$ cat src/rtl/signed_frame_accumulator.sv
// Accumulates FRAME_LEN signed samples into a saturating signed sum.
// Each completed sum and its saturation flag are held until downstream takes them.
module signed_frame_accumulator #(
    parameter int DATA_W    = 8,
    parameter int ACC_W     = 12,
    parameter int FRAME_LEN = 4,
    localparam int CNT_W    = $clog2(FRAME_LEN) + 1
) (
    input  logic              clk,
    input  logic              rst,
    input  logic [DATA_W-1:0] in_data,
    input  logic              in_valid,
    output logic              in_ready,
    output logic [ACC_W-1:0]  sum_out,
    output logic              sum_valid,
    input  logic              sum_ready,
    output logic              sat,
    output logic [CNT_W-1:0]  count
);

    typedef enum logic {
        ACCUM = 1'b0,
        HOLD  = 1'b1
    } state_t;

    state_t state, state_next;

    logic [ACC_W-1:0] acc;
    logic             sticky;
    logic [ACC_W:0]   sum_wide;
    logic             sat_now;
    logic [ACC_W-1:0] clamped;
    logic             accept;
    logic             last;

    assign accept = in_valid && in_ready;
    assign last   = (count == CNT_W'(FRAME_LEN - 1));

    // One guard bit is enough: overflow shows as the two top bits disagreeing.
    always_comb begin
        sum_wide = {acc[ACC_W-1], acc}
                 + {{(ACC_W + 1 - DATA_W){in_data[DATA_W-1]}}, in_data};
        sat_now  = sum_wide[ACC_W] ^ sum_wide[ACC_W-1];
        clamped  = sum_wide[ACC_W-1:0];
        if (sat_now) begin
            clamped = sum_wide[ACC_W] ? {1'b1, {(ACC_W-1){1'b0}}}
                                      : {1'b0, {(ACC_W-1){1'b1}}};
        end
    end

    always_ff @(posedge clk) begin
        if (rst) state <= ACCUM;
        else     state <= state_next;
    end

    always_comb begin
        state_next = state;
        case (state)
            ACCUM:   if (accept && last) state_next = HOLD;
            HOLD:    if (sum_ready)      state_next = ACCUM;
            default: state_next = ACCUM;
        endcase
    end

    always_comb begin
        in_ready  = (state == ACCUM);
        sum_valid = (state == HOLD);
    end

    always_ff @(posedge clk) begin
        if (rst) begin
            acc     <= '0;
            count   <= '0;
            sticky  <= 1'b0;
            sum_out <= '0;
            sat     <= 1'b0;
        end else if (accept) begin
            if (last) begin
                sum_out <= clamped;
                sat     <= sticky | sat_now;
                acc     <= '0;
                count   <= '0;
                sticky  <= 1'b0;
            end else begin
                acc     <= clamped;
                count   <= count + 1'b1;
                sticky  <= sticky | sat_now;
            end
        end
    end

endmodule
$ cat config.mk
export PLATFORM = sky130hd
export DESIGN_NAME = signed_frame_accumulator
export DESIGN_NICKNAME = d
export VERILOG_FILES = /design/src/rtl/signed_frame_accumulator.sv
export SDC_FILE = /design/constraint.sdc
export NUM_CORES = 1
export LEC_CHECK = 0
export ABC_AREA = 1
export CORE_MARGIN = 2
export CORE_UTILIZATION = 54
export CTS_CLUSTER_SIZE = 12
export DETAILED_ROUTE_END_ITERATION = 16
export GPL_ROUTABILITY_DRIVEN = 0
export HOLD_SLACK_MARGIN = 0.02
export PLACE_DENSITY_LB_ADDON = 0.25
export REMOVE_ABC_BUFFERS = 1
export SLEW_MARGIN = 5
export SYNTH_ARGS = -nofsm -noshare
export SYNTH_HDL_FRONTEND = slang
export SYNTH_SLANG_ARGS = --single-unit
$ cat constraint.sdc
create_clock -name clk -period 2.7 [get_ports clk]
set_input_delay 0.54 -clock clk [delete_from_list [all_inputs] [get_ports clk]]
set_output_delay 0.54 -clock clk [all_outputs]
set_load 0.05 [all_outputs]
==> results of run 1 <==
metal layers:
layer	global-route usage (%)	share of wire [%]	up-vias	routed length, um
met2	42.8	48	34	2090
li1	-	-	1019	-
met4	9.04	2.6	0	112
met1	28.3	46	835	2020
met5	0	0	-	0
met3	5.03	3.7	13	161
cell families after synthesis:
| family | share of synthesized area (%) |
|---|---|
| buf+inv | 12.6 |
| flops | 30.4 |
| simple gates | 32.6 |
| fa+ha+maj | 9.23 |
| compound gates | 12.1 |
| xor+xnor | 3.10 |
where the power goes:
group,total (W),leakage [nW],internal (W),switching (W)
Sequential,0.000523,0.245,0.000490,0.0000325
Clock,0.000349,0.0450,0.000192,0.000158
Combinational,0.000739,0.982,0.000286,0.000453
Total,0.00161,1.27,0.000968,0.000643
path summary, 6_finish.rpt:
kind,from,endpoint,cells after the start
max,in_data[0],sum_out[7],14
min,acc[11],acc[11],2
max reg2reg,acc[0],sum_out[7],13
min reg2reg,acc[11],acc[11],2
cell usage in the layout, fill, tap and decap left out, types with 2 or more instances in the layout:
master            n
o21ai_1          10
clkdlybuf4s50_1  29
a21oi_2           6
a21oi_1          15
nand2_2          12
nand4_1           4
ha_1             13
nand3_1           9
clkinv_2          2
inv_1            42
clkbuf_4          5
inv_2             2
o21ai_0           5
nand2_1          82
nor2_1           43
buf_4            14
dfxtp_1          30
o211ai_1          2
xnor2_1           3
xor2_1            4
state kept, by name (all words and copies together), names as in the netlist:
signal,count
acc,12
count,3
sat,1
sum_out,12
sum_valid,1
sticky,1
cell type report:
type | instances | area, um^2
clock inverters | 3 | 40.0
multi-input cells | 216 | 1130
flip-flops and latches | 30 | 601
inverters | 44 | 165
repair buffers | 43 | 395
clock buffers | 5 | 37.5
well taps | 46 | 57.6
fillers | 281 | 991
per-stage QoR:
stage	hold WS, ns	std cells	area, um^2
floorplan	0.443	290	1890
global placement	0.460	379	2350
detailed placement	0.474	379	2350
CTS	0.488	387	2420
global route	0.512	387	2420
finish	0.483	387	2420
worst min-delay path: cells and delay by family, from the launching register on:
kind            cells  cell delay, ns
compound gates      1            0.06
simple gates        1            0.06
flops               1            0.32
==> results.md, run 1 <==
- Async SR Flop Fraction: 0%
- Worst hold path class: flip-flop to flip-flop
- Port buffer count: 29
- Inserted Diodes: 0
- Worst Tran Pin Value: approximately 0.51 ns
- Setup repair bufs after CTS: 0
- Die Y: approximately 65 um
- Max FO, Critical Path: 13
- Arrival @ worst endpoint: about 2.6 ns
- Status: finished, final reports clean
- Netlist cell types: 29
- First-pass GRT wire length: around 7900 um
- Top-area cell type share of the netlist area: between 30% and 40%
- RSZ-0062 raised after global routing: no
- Slew Limit Headroom: 66.0%
- Worst-case clock skew: 0.00408 ns
- Max Transition Viols Final: 0
- Tot Pwr: approximately 0.0016 W
- Die width: 64.5 um
- Routed Antenna Nets: 0
- Power density cells: roughly 660 nW/um^2
- Max Cap Viol: 0
- Post-route DRC: 0
- Largest net degree at the start of global routing: 28
- Initial Util: about 58%
- Vias per std cell: 4.91
- Top post-synthesis cells by count: nand2_1 (82), nor2_1 (43), inv_1 (42)
- Crit path buf inv count: 4
- Endpoints failing setup: 0
- First-pass DRT Iterations: 4
- Drt wl/cell: between 10 and 15 um
- Crit share post-route: ~89%
- Worst-Skew Late Latency: 0.33 ns
- Slowest-stage cell, CP: clkdlybuf4s50_1
- Mean Syn Cell Area: about 6.6 um^2
- Worst VDD drop: between 400 and 500 uV
- Top-count cell post-synth: nand2_1
- Share of layout cells above drive strength 1: 13.2%
- Critical path cell sequence: clkdlybuf4s50_1 > ha_1 > inv_1 > fa_1 > o21ai_2 > nand2_1 > nand3_1 > nand2_1 > nand2_2 > inv_2 > nand2_4 > nand2_1 > o21ai_0 > inv_1
- Via count: roughly 1.9k
- # resized after CTS: 0
- CP required: slightly below 3 ns
- Area leader, netlist: dfxtp_1
- R2R setup slack: 0.63 ns
- Num CTS Buffers: 5
- Crit path kind: input pin to flip-flop
- YS warnings: 0
- Synthesized cell area: just under 2000 um^2
- Initial antenna violation count: 0
- Critical Path Max Stage Delay: around 0.46 ns
- Clock Tree Buf Depth: 2
- Layout area overhead: 22.6%
- Gr usage total: roughly a quarter
- Die Footprint: between 4000 and 5000 um^2
- Place WS: -0.0529 ns
- Final worst slack: a little over 0.3 ns
- Seq/Total Area, Yosys: between 30% and 40%
- Ports: 30
- Final core utilization: a little under three quarters
- Vias in the first global route: approximately 1.9k
- Crit. End Element: flip-flop
- Main flop type after synthesis: dfxtp_1
- Site row count: 21
- Most used cell, CP: nand2_1
- Hold-fix buffers, CTS: 0
- Root Buffer: clkbuf_4
- TritonCTS clock tree: done
- Crit-path leading delay family: buffers and inverters
- Synthesized flop and latch total: 30
- Initial detailed-routing violation count: 121
- Hold Vio Cnt, Final: 0
- DRT Wirelength: ~4400 um
- Setup tns final: 0 ns
- Synthesized instance count: 299
- Final min period: around 2.4 ns
- Clock sinks: 30
- Grt ovf: 0
- Post-synth EDFFs: 0
- Core area: 3420 um^2
- Fmax: 418 MHz
- # nets final: 366
- Startpoint Class: input pin
- Top cells by area, synth: dfxtp_1 (30%), nand2_1 (16%), ha_1 (8.2%), nor2_1 (8.2%), inv_1 (8.0%)
- Pleak: about 1.3 nW
- H-tree levels: 2
- Dpl hpwl: between 3000 and 4000 um
- CTS clock-pin slew for the worst setup and hold paths: 0.10 ns
Note: power is estimated with default switching activity, not from simulation.
==> inputs of run 2 (changes only) <==
--- a/config.mk
+++ b/config.mk
@@ -6,11 +6,11 @@
 export NUM_CORES = 1
 export LEC_CHECK = 0
 export ABC_AREA = 1
+export CAP_MARGIN = 10
 export CORE_MARGIN = 2
 export CORE_UTILIZATION = 54
 export CTS_CLUSTER_SIZE = 12
 export DETAILED_ROUTE_END_ITERATION = 16
-export GPL_ROUTABILITY_DRIVEN = 0
 export HOLD_SLACK_MARGIN = 0.02
 export PLACE_DENSITY_LB_ADDON = 0.25
 export REMOVE_ABC_BUFFERS = 1
==> results of run 2 <==
Final layout, timing and power as in run 1 (identical DEF).
